`config.mk`:
```
export PLATFORM = sky130hd
export DESIGN_NAME = seq_divider
export DESIGN_NICKNAME = d
export VERILOG_FILES = /design/src/rtl/seq_divider.sv
export SDC_FILE = /design/constraint.sdc
export NUM_CORES = 1
export LEC_CHECK = 0
export BUFFER_PORTS_ARGS = -buffer_cell sky130_fd_sc_hd__buf_4
export CAP_MARGIN = 25
export CORE_MARGIN = 2
export CORE_UTILIZATION = 57
export CTS_BUF_LIST = sky130_fd_sc_hd__clkbuf_8
export CTS_CLUSTER_SIZE = 24
export DETAILED_ROUTE_END_ITERATION = 7
export PLACE_DENSITY = 0.86
export SKIP_LAST_GASP = 1
export SYNTH_ARGS = -nofsm -noshare
export SYNTH_HDL_FRONTEND = slang
export SYNTH_SLANG_ARGS = --single-unit
```
`constraint.sdc`:
```
create_clock -name clk -period 2.38 [get_ports clk]
set_clock_uncertainty 0.15 [all_clocks]
set_input_delay 0.238 -clock clk [delete_from_list [all_inputs] [get_ports clk]]
set_output_delay 0.238 -clock clk [all_outputs]
set_load 0.005 [all_outputs]
```
`src/rtl/seq_divider.sv`:
```
// -----------------------------------------------------------------------------
// seq_divider
//
// Multi-cycle unsigned restoring divider: 8-bit dividend / 4-bit divisor gives
// an 8-bit quotient and a 4-bit remainder, resolving one quotient bit per clock
// (8 iterations). Operands are captured when start is accepted; results are
// registered and only change when the DONE state is entered.
//
// Ports:
//   clk          system clock, rising edge
//   reset_n      asynchronous active-low reset
//   start        request a division (accepted in IDLE or DONE)
//   dividend     8-bit unsigned dividend, sampled on accept
//   divisor      4-bit unsigned divisor, sampled on accept
//   quotient     registered quotient of the last completed operation
//   remainder    registered remainder of the last completed operation
//   busy         high while iterating
//   done         one-cycle pulse when a new result is valid
//   div_by_zero  high when the last completed operation had divisor 0
// -----------------------------------------------------------------------------
module seq_divider (
    input  logic       clk,
    input  logic       reset_n,
    input  logic       start,
    input  logic [7:0] dividend,
    input  logic [3:0] divisor,
    output logic [7:0] quotient,
    output logic [3:0] remainder,
    output logic       busy,
    output logic       done,
    output logic       div_by_zero
);

    typedef enum logic [1:0] {
        S_IDLE = 2'd0,
        S_RUN  = 2'd1,
        S_DONE = 2'd2
    } state_t;

    state_t      state_reg;
    state_t      state_next;

    logic [7:0]  q_reg;        // dividend shifts out, quotient bits shift in
    logic [4:0]  r_reg;        // partial remainder
    logic [3:0]  d_reg;        // latched divisor
    logic [2:0]  cnt_reg;      // iteration counter

    logic [7:0]  quotient_reg;
    logic [3:0]  remainder_reg;
    logic        div_by_zero_reg;

    logic        accept;
    logic        last_iter;
    logic [4:0]  trial;
    logic        fits;
    logic [4:0]  r_step;
    logic [7:0]  q_step;

    // Start is only honoured when no operation is in flight.
    assign accept    = start && ((state_reg == S_IDLE) || (state_reg == S_DONE));
    assign last_iter = (cnt_reg == 3'd7);

    // One restoring step: bring down the next dividend bit and try a subtract.
    assign trial  = {r_reg[3:0], q_reg[7]};
    assign fits   = (trial >= {1'b0, d_reg});
    assign r_step = fits ? (trial - {1'b0, d_reg}) : trial;
    assign q_step = {q_reg[6:0], fits};

    // State register
    always_ff @(posedge clk or negedge reset_n) begin
        if (!reset_n) begin
            state_reg <= S_IDLE;
        end else begin
            state_reg <= state_next;
        end
    end

    // Next-state logic
    always_comb begin
        state_next = state_reg;
        case (state_reg)
            S_IDLE, S_DONE: begin
                if (accept) begin
                    // A zero divisor skips the iterations entirely.
                    state_next = (divisor == 4'd0) ? S_DONE : S_RUN;
                end else begin
                    state_next = S_IDLE;
                end
            end
            S_RUN: begin
                if (last_iter) begin
                    state_next = S_DONE;
                end
            end
            default: state_next = S_IDLE;
        endcase
    end

    // Output decode
    always_comb begin
        busy = 1'b0;
        done = 1'b0;
        case (state_reg)
            S_RUN:   busy = 1'b1;
            S_DONE:  done = 1'b1;
            default: ;
        endcase
    end

    // Datapath and result registers
    always_ff @(posedge clk or negedge reset_n) begin
        if (!reset_n) begin
            q_reg           <= 8'd0;
            r_reg           <= 5'd0;
            d_reg           <= 4'd0;
            cnt_reg         <= 3'd0;
            quotient_reg    <= 8'd0;
            remainder_reg   <= 4'd0;
            div_by_zero_reg <= 1'b0;
        end else if (accept) begin
            q_reg   <= dividend;
            r_reg   <= 5'd0;
            d_reg   <= divisor;
            cnt_reg <= 3'd0;
            if (divisor == 4'd0) begin
                // Entering DONE directly: publish the saturated error result.
                quotient_reg    <= 8'hFF;
                remainder_reg   <= 4'hF;
                div_by_zero_reg <= 1'b1;
            end
        end else if (state_reg == S_RUN) begin
            q_reg   <= q_step;
            r_reg   <= r_step;
            cnt_reg <= cnt_reg + 3'd1;
            if (last_iter) begin
                quotient_reg    <= q_step;
                remainder_reg   <= r_step[3:0];
                div_by_zero_reg <= 1'b0;
            end
        end
    end

    assign quotient    = quotient_reg;
    assign remainder   = remainder_reg;
    assign div_by_zero = div_by_zero_reg;

endmodule
```
==> Implementation_results.wiki <==
{| class="wikitable"
! Metric !! Value
|-
| Yosys warnings || 0
|-
| Area of the die || between 0.003 and 0.004 mm^2
|-
| CTS buffer count || 5
|-
| Complex-gate fraction of the synthesized area || 16.8%
|-
| Arrival time worst endpoint || about 2.1 ns
|-
| GR Overflow Total || 0
|-
| Setup Fix Bufs, Post-CTS || 0
|-
| Relative max-transition margin || approximately 65%
|-
| Total power density per cell area || 1540 mW/mm^2
|-
| Routed wire length per instance || 15.1 um
|-
| Highest attainable clock frequency || 495 MHz
|-
| Simple-gate share of the synthesized area || about 13%
|-
| Run status || complete, no violations
|-
| Via count of the first global-routing pass || between 1000 and 1500
|-
| Footprint of the flip-flops and latches || ~850 um^2
|-
| Crit-path slowest cell || sky130_fd_sc_hd__dfrtp_1
|-
| Root buffer selected by CTS || sky130_fd_sc_hd__clkbuf_8
|-
| TritonCTS clock tree || done
|-
| Iteration-0 DRC count of the detailed router || between 40 and 50
|-
| Height of the die || roughly 58 um
|-
| Maximum fanout along the worst path || 6
|-
| Antenna cells || 0
|-
| Global router's overall resource usage || 23.3%
|-
| Post-synthesis async set-or-reset flop share || 100%
|-
| Global-route wire length before repair || between 5000 and 6000 um
|-
| Lkg Pwr || slightly above 0.9 nW
|-
| Ordered cell list for the critical path || ha_1, or2_0, a21boi_2, a31oi_4, mux2_4, o21ai_2
|-
| Data required time at the worst endpoint || 2.44 ns
|-
| Minimum hold slack || 0.00804 ns
|-
| Prevailing post-synth register cell || sky130_fd_sc_hd__dfrtp_1
|-
| Most common cell after layout, fill and taps aside || sky130_fd_sc_hd__dfrtp_1
|-
| Count of endpoints failing hold in the final timing report || 0
|-
| Non-Filler Cell Area, Final || between 0.0015 and 0.002 mm^2
|-
| Largest area contributor in the netlist || sky130_fd_sc_hd__dfrtp_1
|-
| Number of slew-limit violations in the final report || 0
|-
| Commonest non-fill, non-tap cells in the layout || sky130_fd_sc_hd__dfrtp_1 (34), sky130_fd_sc_hd__buf_4 (32), sky130_fd_sc_hd__nand2_1 (19), sky130_fd_sc_hd__nor2_1 (18), sky130_fd_sc_hd__o21ai_0 (16)
|-
| Number of register bits inferred by synthesis || 34
|-
| Number of buffers inserted by port buffering || 29
|-
| Layout cells sized above 1 || roughly a quarter
|-
| Maximum capacitance violations || 0
|-
| Kind of launch point of the worst setup path || flip-flop
|-
| Resize count post-CTS || 0
|-
| Clock latency on the worst-skew pair || around 0.28 ns
|-
| Netlist Area Pre-Place || ~0.0016 mm^2
|-
| Highest ir drop seen on vdd || between 1 and 1.5 mV
|-
| Number of detailed-routing iterations run before antenna repair || 4
|-
| # fillers || between 200 and 250
|-
| Post-DP HPWL || between 2000 and 2500 um
|-
| Slew @ Worst Pin || roughly 0.53 ns
|-
| Footprint of the multi-input gates || 716 um^2
|-
| Critical Setup Path Class || reg -> reg
|-
| Kind of cell with the highest combined delay on the critical path || flip-flops
|-
| Post-synth EDFFs || 0
|-
| Post-cts hold buffer count || 1
|-
| Core Area || between 0.002 and 0.003 mm^2
|-
| Sort of element at the end of the critical path || flip-flop
|-
| Largest buffer count on any clock path || 2
|-
| Cell Area, Placed || approximately 0.0019 mm^2
|-
| Portion of the post-synthesis area used by sequential elements || between 50% and 60%
|-
| Minimum period implied by the final worst setup slack || slightly above 2 ns
|-
| Synthesized area per cell || a little over 10 um^2
|-
| Pin count of the biggest net entering global routing || 35
|-
| Number of antenna violations at the first check in global routing || 0
|-
| Portion of netlist area occupied by mux cells || 8.03%
|-
| Number of nets in the layout || roughly 210
|-
| Unrepaired setup endpoints after global routing || false
|-
| Chip width || between 50 and 60 um
|-
| Average via count per standard cell || between 5 and 6
|-
| Largest family of logic cells by synthesized area || compound AO/OA/AOI/OAI gates
|-
| GP Congestion || 0.804
|-
| Layout Area Growth over Synthesis || 20.4%
|-
| Starting utilization of the core area || around three fifths
|-
| Biggest cell delay along the critical path || around 0.4 ns
|-
| Syn Nets || approximately 180
|-
| Drt total wl || between 3000 and 4000 um
|-
| Ports || 30
|-
| Count of cell types in the netlist || 35
|-
| Area fraction of the dominant cell type after synthesis || approximately 52%
|-
| Total DRC errors in the routed layout || 0
|-
| Largest cells by area after synthesis || sky130_fd_sc_hd__dfrtp_1 (52%), sky130_fd_sc_hd__mux2i_1 (5.5%), sky130_fd_sc_hd__o21ai_0 (4.9%)
|-
| Post-Synth XOR/XNOR Area || 0.536%
|-
| Type of the tightest min-delay check || in -> reg
|-
| H-tree depth || 2
|-
| Crit path buf inv count || 0
|-
| Vias || ~1200
|-
| Total power draw || slightly above 3 mW
|-
| Reg clk slew, reported paths || about 0.060 ns
|-
| Total negative slack for setup checks || 0 ns
|-
| Final Util || a little under three quarters
|-
| Area share of fa/ha/maj cells after synthesis || around 5.8%
|-
| Number of cells produced by synthesis || 160
|-
| Detail Route Antenna Nets || 0
|-
| Clock sink count || 34
|-
| Count of final setup violators || 0
|-
| Std cell rows || 19
|-
| Final Cycle Share || between 80 and 90%
|}
worst paths after layout:
| kind | slack, ns | to | cells after the start | startpoint |
|---|---|---|---|---|
| hold reg to reg | 0.36 | cnt_reg[1] | 1 | cnt_reg[1] |
| min in group asynchronous | 0.28 | r_reg[1] | 2 | reset_n |
| setup reg to reg | 0.36 | remainder[0] | 6 | r_reg[1] |
| hold / removal | 0.008 | q_reg[1] | 3 | dividend[1] |
| max in group asynchronous | 1.49 | cnt_reg[1] | 2 | reset_n |
| setup / recovery | 0.36 | remainder[0] | 6 | r_reg[1] |
per-layer routing:
layer | track usage [%] | vias up | routed length, um
met5 | 0 | - | 0
met4 | 7.64 | 0 | 45
met3 | 7.26 | 8 | 185
met2 | 37.8 | 30 | 1680
met1 | 29.8 | 600 | 1440
li1 | - | 606 | -
cells in the mapped netlist, types with 2 or more instances:
| cell | n |
|---|---|
| sky130_fd_sc_hd__a21oi_1 | 10 |
| sky130_fd_sc_hd__o21ai_0 | 16 |
| sky130_fd_sc_hd__nand2b_1 | 2 |
| sky130_fd_sc_hd__ha_1 | 6 |
| sky130_fd_sc_hd__buf_2 | 4 |
| sky130_fd_sc_hd__clkbuf_1 | 3 |
| sky130_fd_sc_hd__nor2_1 | 18 |
| sky130_fd_sc_hd__mux2_4 | 2 |
| sky130_fd_sc_hd__inv_1 | 7 |
| sky130_fd_sc_hd__a22o_1 | 2 |
| sky130_fd_sc_hd__dfrtp_1 | 34 |
| sky130_fd_sc_hd__nor2b_1 | 2 |
| sky130_fd_sc_hd__o21ai_2 | 5 |
| sky130_fd_sc_hd__mux2i_1 | 9 |
| sky130_fd_sc_hd__nand2_1 | 19 |
| sky130_fd_sc_hd__o21ai_1 | 2 |
area by class of cell:
class	count	share of cell area, %
multi-input combinational	110	36.4
clock buffer	6	4.20
sequential	34	43.2
timing repair buffer	33	12.7
tap	31	1.97
inverter	8	1.53
worst reg2reg max path, stage by stage, from the launching register on:
cell and delay (ns):
sky130_fd_sc_hd__dfrtp_1 0.41, sky130_fd_sc_hd__ha_1 0.40, sky130_fd_sc_hd__or2_0 0.26, sky130_fd_sc_hd__a21boi_2 0.20
sky130_fd_sc_hd__a31oi_4 0.08, sky130_fd_sc_hd__mux2_4 0.34, sky130_fd_sc_hd__o21ai_2 0.11
per-stage QoR:
stage               instances  worst slack (ns)
finish                    222             0.361
global route              222             0.262
CTS                       222             0.361
detailed placement        215             0.386
global placement          215             0.489
floorplan                 160             0.532
cells by family after synthesis:
logic type                 after synthesis
AOI/OAI and AO/OA                       42
muxes                                   12
adders and majority gates                7
buffers and inverters                   16
and+or+nand+nor                         48
xor gates and xnor gates                 1
DFF                                     34
report_power, final:
part	leakage (nW)	internal, mW	switching, mW
sequential	0.400	0.865	0.183
clock	0.0431	0.223	0.187
combinational	0.488	0.766	0.816
Power figures use the tool's default switching activity.
